## config.mk

```make
export PLATFORM = sky130hd
export DESIGN_NAME = tmds_link_ctrl
export DESIGN_NICKNAME = d
export VERILOG_FILES = /design/src/rtl/tmds_pkg.sv /design/src/rtl/sync_2ff.sv /design/src/rtl/tmds_link_ctrl.sv
export SDC_FILE = /design/constraint.sdc
export NUM_CORES = 1
export LEC_CHECK = 0
export ABC_CLOCK_PERIOD_IN_PS = 5500
export BUFFER_PORTS_ARGS = -buffer_cell sky130_fd_sc_hd__buf_2
export CORE_MARGIN = 5
export CORE_UTILIZATION = 35
export CTS_BUF_LIST = sky130_fd_sc_hd__clkbuf_8
export DETAILED_ROUTE_END_ITERATION = 6
export GPL_TIMING_DRIVEN = 0
export PLACE_DENSITY = 0.65
export SLEW_MARGIN = 20
export SYNTH_ARGS = -nofsm -noshare
export SYNTH_HDL_FRONTEND = slang
export SYNTH_SLANG_ARGS = --single-unit
```

## constraint.sdc

```tcl
create_clock -name PixelClk -period 5.5 [get_ports PixelClk]
set_input_delay 1.1 -clock PixelClk [delete_from_list [all_inputs] [get_ports PixelClk]]
set_output_delay 1.1 -clock PixelClk [all_outputs]
set_load 0.02 [all_outputs]
```

## src/rtl/tmds_pkg.sv

```systemverilog
// Shared TMDS link definitions: link-controller state encodings, default
// sequencing lengths and small helpers used by the link controller.
package tmds_pkg;

   typedef enum logic [2:0] {
      ST_IDLE       = 3'd0,
      ST_WAIT_LOCK  = 3'd1,
      ST_SERDES_RST = 3'd2,
      ST_SETTLE     = 3'd3,
      ST_WAIT_FRAME = 3'd4,
      ST_ACTIVE     = 3'd5
   } link_state_e;

   localparam int unsigned K_RST_CYCLES_DEF    = 16;
   localparam int unsigned K_SETTLE_CYCLES_DEF = 64;
   localparam int unsigned CNT_W               = 10;

   // States that are only meaningful while the MMCM/PLL stays locked.
   function automatic logic needs_lock(input link_state_e s);
      return s inside {ST_SERDES_RST, ST_SETTLE, ST_WAIT_FRAME, ST_ACTIVE};
   endfunction

   function automatic logic [7:0] sat_inc8(input logic [7:0] v);
      return (v == 8'hFF) ? v : v + 8'd1;
   endfunction

endpackage

```

## src/rtl/sync_2ff.sv

```systemverilog
// Two-flop single-bit synchroniser with asynchronous active-low reset to 0.
module sync_2ff (
   input  logic clk_i,
   input  logic rst_n_i,
   input  logic d_i,
   output logic q_o
);

   logic meta_q;
   logic sync_q;

   always_ff @(posedge clk_i or negedge rst_n_i) begin
      if (!rst_n_i) begin
         meta_q <= 1'b0;
         sync_q <= 1'b0;
      end else begin
         meta_q <= d_i;
         sync_q <= meta_q;
      end
   end

   assign q_o = sync_q;

endmodule

```

## src/rtl/tmds_link_ctrl.sv

```systemverilog
// TMDS link bring-up sequencer: waits for PLL lock, pulses serialiser reset,
// blanks while lanes settle, then goes live on the first VSync rising edge.
module tmds_link_ctrl
   import tmds_pkg::*;
#(
   parameter int unsigned kRstCycles    = K_RST_CYCLES_DEF,
   parameter int unsigned kSettleCycles = K_SETTLE_CYCLES_DEF
) (
   input  logic       PixelClk,
   input  logic       aRst_n,
   input  logic       aLocked,
   input  logic       pEnable,
   input  logic       pVSync,
   output logic       pSerdesRst,
   output logic       pBlank,
   output logic       pLinkUp,
   output logic [2:0] pState,
   output logic [7:0] pLockLossCnt
);

   localparam logic [CNT_W-1:0] RST_LOAD    = CNT_W'(kRstCycles - 1);
   localparam logic [CNT_W-1:0] SETTLE_LOAD = CNT_W'(kSettleCycles - 1);

   logic              lock_sync;
   logic              vsync_q;
   logic              vsync_rise;
   link_state_e       state_q, state_d;
   logic [CNT_W-1:0]  cnt_q, cnt_d;
   logic [7:0]        loss_q, loss_d;
   logic              serdes_rst_q;
   logic              blank_q;
   logic              link_up_q;

   sync_2ff u_lock_sync (
      .clk_i   (PixelClk),
      .rst_n_i (aRst_n),
      .d_i     (aLocked),
      .q_o     (lock_sync)
   );

   assign vsync_rise = pVSync & ~vsync_q;

   // Disable beats lock loss, so a simultaneous drop never bumps the counter.
   always_comb begin
      state_d = state_q;
      cnt_d   = '0;
      loss_d  = loss_q;
      if (!pEnable) begin
         state_d = ST_IDLE;
      end else if (needs_lock(state_q) && !lock_sync) begin
         state_d = ST_WAIT_LOCK;
         loss_d  = sat_inc8(loss_q);
      end else begin
         case (state_q)
            ST_IDLE: begin
               state_d = ST_WAIT_LOCK;
            end
            ST_WAIT_LOCK: begin
               if (lock_sync) begin
                  state_d = ST_SERDES_RST;
                  cnt_d   = RST_LOAD;
               end
            end
            ST_SERDES_RST: begin
               if (cnt_q == '0) begin
                  state_d = ST_SETTLE;
                  cnt_d   = SETTLE_LOAD;
               end else begin
                  cnt_d = cnt_q - 1'b1;
               end
            end
            ST_SETTLE: begin
               if (cnt_q == '0) begin
                  state_d = ST_WAIT_FRAME;
               end else begin
                  cnt_d = cnt_q - 1'b1;
               end
            end
            ST_WAIT_FRAME: begin
               if (vsync_rise) begin
                  state_d = ST_ACTIVE;
               end
            end
            ST_ACTIVE: begin
               state_d = ST_ACTIVE;
            end
            default: begin
               state_d = ST_IDLE;
            end
         endcase
      end
   end

   // Outputs are decoded from the next state so they line up with state_q.
   always_ff @(posedge PixelClk or negedge aRst_n) begin
      if (!aRst_n) begin
         state_q      <= ST_IDLE;
         cnt_q        <= '0;
         vsync_q      <= 1'b0;
         loss_q       <= 8'd0;
         serdes_rst_q <= 1'b1;
         blank_q      <= 1'b1;
         link_up_q    <= 1'b0;
      end else begin
         state_q      <= state_d;
         cnt_q        <= cnt_d;
         vsync_q      <= pVSync;
         loss_q       <= loss_d;
         serdes_rst_q <= state_d inside {ST_IDLE, ST_WAIT_LOCK, ST_SERDES_RST};
         blank_q      <= (state_d != ST_ACTIVE);
         link_up_q    <= (state_d == ST_ACTIVE);
      end
   end

   assign pSerdesRst   = serdes_rst_q;
   assign pBlank       = blank_q;
   assign pLinkUp      = link_up_q;
   assign pState       = state_q;
   assign pLockLossCnt = loss_q;

endmodule

```

### Yosys cells after proc, flatten, opt, wreduce, memory -nomap -nowiden

Cells that the tools add are included.

* flip-flop bits (word level): 27
* input port bits: 5
* output and inout port bits: 14
* word-level logic and storage cells: 45

* add/subtract/negate cells: 2
* equal/unequal tests: 10
* multiplexer cells: 13
* bitwise gates (word level): 3
* reductions and logical operators: 8

Operators by type and width (number)
* 10-bit 2-to-1 mux: 4
* 10-bit case mux with 3 select lines: 1
* 3-bit 2-to-1 mux: 6
* 3-bit case mux with 6 select lines: 1
* 10-bit logical NOT: 1
* 10-bit by 1-bit subtractor with 10-bit output (second input constant): 1
* 3-bit by 2-bit == test with 1-bit output (second input constant): 3
* 3-bit == test (second input constant): 3
* 8-bit by 1-bit adder with 8-bit output (second input constant): 1
* 8-bit == test (second input constant): 1
* 3-bit by 1-bit == test with 1-bit output (second input constant): 2
* 3-bit logical NOT: 2
* 4-bit 2-to-1 mux: 1
* 4-bit nonzero test: 1
* 3-bit != test (second input constant): 1
* 3-bit AND reduction: 1
* 3-bit nonzero test: 1
* 1-bit NOT: 2
* 1-bit bitwise AND: 1
* 1-bit logical AND: 1
* 1-bit logical NOT: 1

### Logic depth before layout (Yosys ltp)

* depth in word-level cells: 8
* depth in mapped cells: 7
* mapped depth without buffers: 6

### Cells and area by module

Synthesis repeated with hierarchy kept, for this count alone.

* cells, all modules: 125
* area total of the unflattened synthesis: 1411.4 um^2

By module, submodules not included
* tmds_link_ctrl: times used 1, cells each 123, area each 1361.3 um^2, sequential area each 628.1 um^2
* sync_2ff: times used 1, cells each 2, area each 50.0 um^2, sequential area each 50.0 um^2

### Worst setup path after synthesis

No wires, ideal clock.

* path kind: input port to flip-flop
* start: input port pEnable
* end: register loss_q[7] (netlist: pLockLossCnt[7])
* library setup time: 134 ps
* arrival time: 2019 ps
* data required time: 5366 ps
* path slack: 3347 ps
* cell stages on the path: 4
* path buffers: 0
* cell sequence: or3b_4 a311oi_2 nand3_1 xnor2_1

* word-level cells in the longest chain between the ends: 1

Ends and longest elaborated chain
* start: declaration: line tmds_link_ctrl.sv:12 `input logic pEnable,`
* 3-bit AND reduction (no line)
* end signal: assignment: line tmds_link_ctrl.sv:108 `loss_q <= loss_d;`
* end: declaration: line tmds_link_ctrl.sv:29 `logic [7:0] loss_q, loss_d;`

No other way between the ends.
A chain may end at the register's enable or synchronous reset.

### Worst setup path in the final report

* start: register state_q[2] (netlist: pState[2])
* end: output port pState[2]

RTL lines
* start: declaration: line tmds_link_ctrl.sv:27 `link_state_e state_q, state_d;`
* start signal: assignment: line tmds_link_ctrl.sv:105 `state_q <= state_d;`
* end: declaration: line tmds_link_ctrl.sv:17 `output logic [2:0] pState,`

No word-level cell between the ends.

==> impl_summary.txt <==
----------------------------------------------------
[Outcome]
  Result of the run ... completed

[Critical path]
  Capture point of the worst reg-to-reg path ... pLockLossCnt[7]$_DFFE_PN0P_
  Crit path launch ... pState[2]$_DFF_PN0_
  Worst setup path end ... pState[2]
  Req. time, crit path ... ~4.4 ns
  Depth of the worst register-to-register path ... 6
  Critical path class ... flip-flop to output pin
  Cell family with most CP delay ... flip-flops
  Internal reg-to-reg setup slack ... roughly 3.4 ns
  Data arrival time of the worst path ... 1.06 ns
  Reg-to-Reg Start ... pState[1]$_DFF_PN0_
  Startpoint type of the worst setup path ... flip-flop
  Critical-path top delay cell ... dfrtp_1
  Highest net fanout along the worst path ... 10
  Number of stages on the worst setup path ... 1
  Critical Path Sink Type ... output pin
  Number of buffers and inverters on the critical path ... 1
  Highest cell delay on the worst timing path ... 0.56 ns
  Cells along the critical path ... buf_2

[Final layout]
  Fraction of final layout cells with drive strength greater than 1 ... 0.265
  Synthesis-to-layout area growth ... 14.1%
  Filler cells ... between 300 and 400
  Final #Nets ... approximately 160
  Seq. cell area ... ~680 sq um
  Area of the multi-input gates ... 699 sq um
  Final design instance area without fill ... about 1600 sq um
  Antenna diode instance count ... 0
  Final core utilization ... 0.408

[Timing]
  Peak clock frequency supported by timing ... 462 MHz
  Clock period minus worst slack ... about 2.2 ns
  Slew at the pin with the worst max-slew slack ... a little under 0.6 ns
  Final Setup Violations ... 0
  Unrepaired setup endpoints after global routing ... false
  Worst hold slack after final layout ... about 0.37 ns
  Number of failing hold endpoints at the final stage ... 0
  Worst slew margin ... 0.607
  Final setup TNS ... 0 ns
  Max-slew violations ... 0
  Period utilization ... 0.394
  Worst clock skew on the final layout ... 0.00209 ns

[Clock network]
  Post-CTS setup repair buffer count ... 0
  Root cell of the clock tree ... clkbuf_8
  Quantity of hold-fixing buffers added after cts ... 0
  Clock-pin slew on the worst setup and hold paths ... about 0.090 ns
  Number of buffers added by the clock tree synthesis step ... 3
  Number of resized instances in the post-cts repair step ... 0
  Max Buffers Root-to-Sink ... 2
  Clock latency at the later pin of the worst-skew pair ... 0.26 ns
  Htree depth ... 1
  Clock sink count ... 27
  CTS tree ... yes

[Route]
  Number of antenna-violating nets in the routed design ... 0
  Met2 routed WL ... approximately 1400 microns
  Via count of the routed design ... 1035
  Met3 Routed Length ... about 120 microns
  Highest signal layer in the routed design ... met4
  DR DRC count ... 0
  Total Wirelength ... 2750 microns
  Avg WL per Cell ... between 10 and 15 microns
  Routed via count divided by cell count ... approximately 5.3
  Wl on met1 ... about 1200 microns
  Pre-antenna DRT Iters ... 4
  Starting DRT DRC Count ... 47

[Logic synthesis]
  Post-synthesis register bit count ... 27
  Top cells by count, synth ... dfrtp_1, nor2_1, a21oi_1
  Summed instance area of the synthesized netlist ... 1410 sq um
  Most common cell in the netlist ... dfrtp_1
  Fraction of registers with async set/reset ... 1.00
  Most used flip-flop cell after synthesis ... dfrtp_1
  Leading post-synthesis cells by cell area ... dfrtp_1, ha_1, dfstp_2
  Top-area cell type share of the netlist area ... 0.443
  Synthesis warning total ... 0
  Number of enable flip-flop cells after synthesis ... 0
  Cell variety after synth ... 46
  Synth Net Count ... roughly 140
  Cells after synthesis ... around 130
  Top cell type by total area after synthesis ... dfrtp_1
  Per-instance average area after synthesis ... approximately 11 sq um
  Sequential share of the synthesized area ... 0.480

[Floorplanning]
  Width of the die ... approximately 74 microns
  CORE AREA ... between 3000 and 4000 sq um
  I/O Pins ... 19
  Overall die area ... roughly 5400 sq um
  Die height ... between 70 and 80 microns
  Initial standard-cell utilization of the core ... 0.358
  Core Rows ... 23

[Power and ir drop]
  Total power density per cell area ... 387 nW/um^2
  Static power due to leakage ... around 0.74 nW
  Total power ... 623 uW
  VDD IR-drop max ... 0.151 mV

[Place]
  HPWL after detailed placement ... around 2100 microns
  Number of port buffers ... 18
  GPL Wtd Cong ... 0.822
  Area after DPL ... 1560 sq um

[GRT]
  Vias in the first global route ... between 1k and 1.5k
  Maximum number of pins on one net before global-route repair ... 28
  Grt ovf ... 0
  First-pass GRT wire length ... about 4700 microns
  GRT Total Usage ... 0.109
  Number of antenna violations at the first check in global routing ... 0

[Flow run]
  Count of maximum capacitance violations ... 0

[Hold path]
  Start point of the worst hold path ... u_lock_sync.meta_q$_DFF_PN0_
  Path type of the worst min-delay path ... flip-flop to flip-flop

----------------------------------------------------
-- metal layers --
metal	vias up	GRT usage
li1	491	-
met1	524	0.136
met3	2	0.0233
met5	-	0
met4	0	0.0241
met2	18	0.191
-- worst min path at each step --
stage,depth (start not counted),endpoint,slack [ns]
floorplan,0,u_lock_sync.q_o$_DFF_PN0_,0.33
global placement,0,u_lock_sync.q_o$_DFF_PN0_,0.34
detailed placement,0,u_lock_sync.q_o$_DFF_PN0_,0.36
CTS,0,u_lock_sync.q_o$_DFF_PN0_,0.38
global route,0,u_lock_sync.q_o$_DFF_PN0_,0.39
finish,0,u_lock_sync.q_o$_DFF_PN0_,0.37
-- metrics by stage --
step	std cells	setup WS, ns
4_1_cts	197	3.35
3_3_place_gp	193	3.20
6_report	197	3.34
3_5_place_dp	193	3.14
2_1_floorplan	125	3.35
5_1_grt	197	3.26
-- sequential cells by signal (all words and copies together), names as in the netlist --
| register | cells |
|---|---|
| cnt_q | 10 |
| pLockLossCnt | 8 |
| pState | 3 |
| pBlank | 1 |
| pLinkUp | 1 |
| pSerdesRst | 1 |
| u_lock_sync.meta_q | 1 |
| u_lock_sync.q_o | 1 |
| vsync_q | 1 |
-- worst register-to-register path: stages (launching register included) --
cell      delay [ns]
dfrtp_1         0.51
inv_1           0.12
ha_1            0.36
or3b_4          0.43
a311oi_2        0.31
nand3_1         0.15
xnor2_1         0.15
-- area by class of cell --
type                       count  area share
multi-input combinational     92       0.434
sequential                    27       0.421
timing repair buffer          18      0.0559
tap                           50      0.0389
clock buffer                   3      0.0256
buffer                         2      0.0117
inverter                       4     0.00932
clock inverter                 1     0.00311
-- cell usage in the layout (no fill, tap or decap), types with 2 or more instances in the layout --
master | netlist | final
dfrtp_1 | 25 | 25
buf_2 | 0 | 18
nor2_1 | 8 | 8
a21oi_1 | 7 | 7
nand3_1 | 6 | 6
nand2_1 | 6 | 6
xnor2_1 | 6 | 6
xor2_1 | 6 | 6
ha_1 | 5 | 5
inv_1 | 4 | 4
o21a_1 | 4 | 4
and2_1 | 3 | 3
and3_1 | 3 | 3
o21ai_0 | 3 | 3
clkbuf_8 | 0 | 3
nor3b_2 | 2 | 2
and2b_2 | 2 | 2
nor2b_1 | 2 | 2
o31ai_1 | 2 | 2
nor3_1 | 2 | 2
dfstp_2 | 2 | 2
-- power by group --
part           switching (mW)  internal, mW  total, mW
registers              0.0309         0.227      0.258
logic                   0.148         0.108      0.256
clock network          0.0586        0.0506      0.109
total                   0.237         0.386      0.623
-- cell families after synthesis --
logic type | after synthesis | synth area share
AO/OA/AOI/OAI | 27 | 0.145
XOR/XNOR | 12 | 0.0745
adder cells (fa/ha/maj) | 5 | 0.0443
buffers and inverters | 6 | 0.0239
flip-flops | 27 | 0.480
multiplexers | 2 | 0.0151
AND/OR/NAND/NOR | 46 | 0.217
No activity file was read; power rests on OpenSTA's default activity.
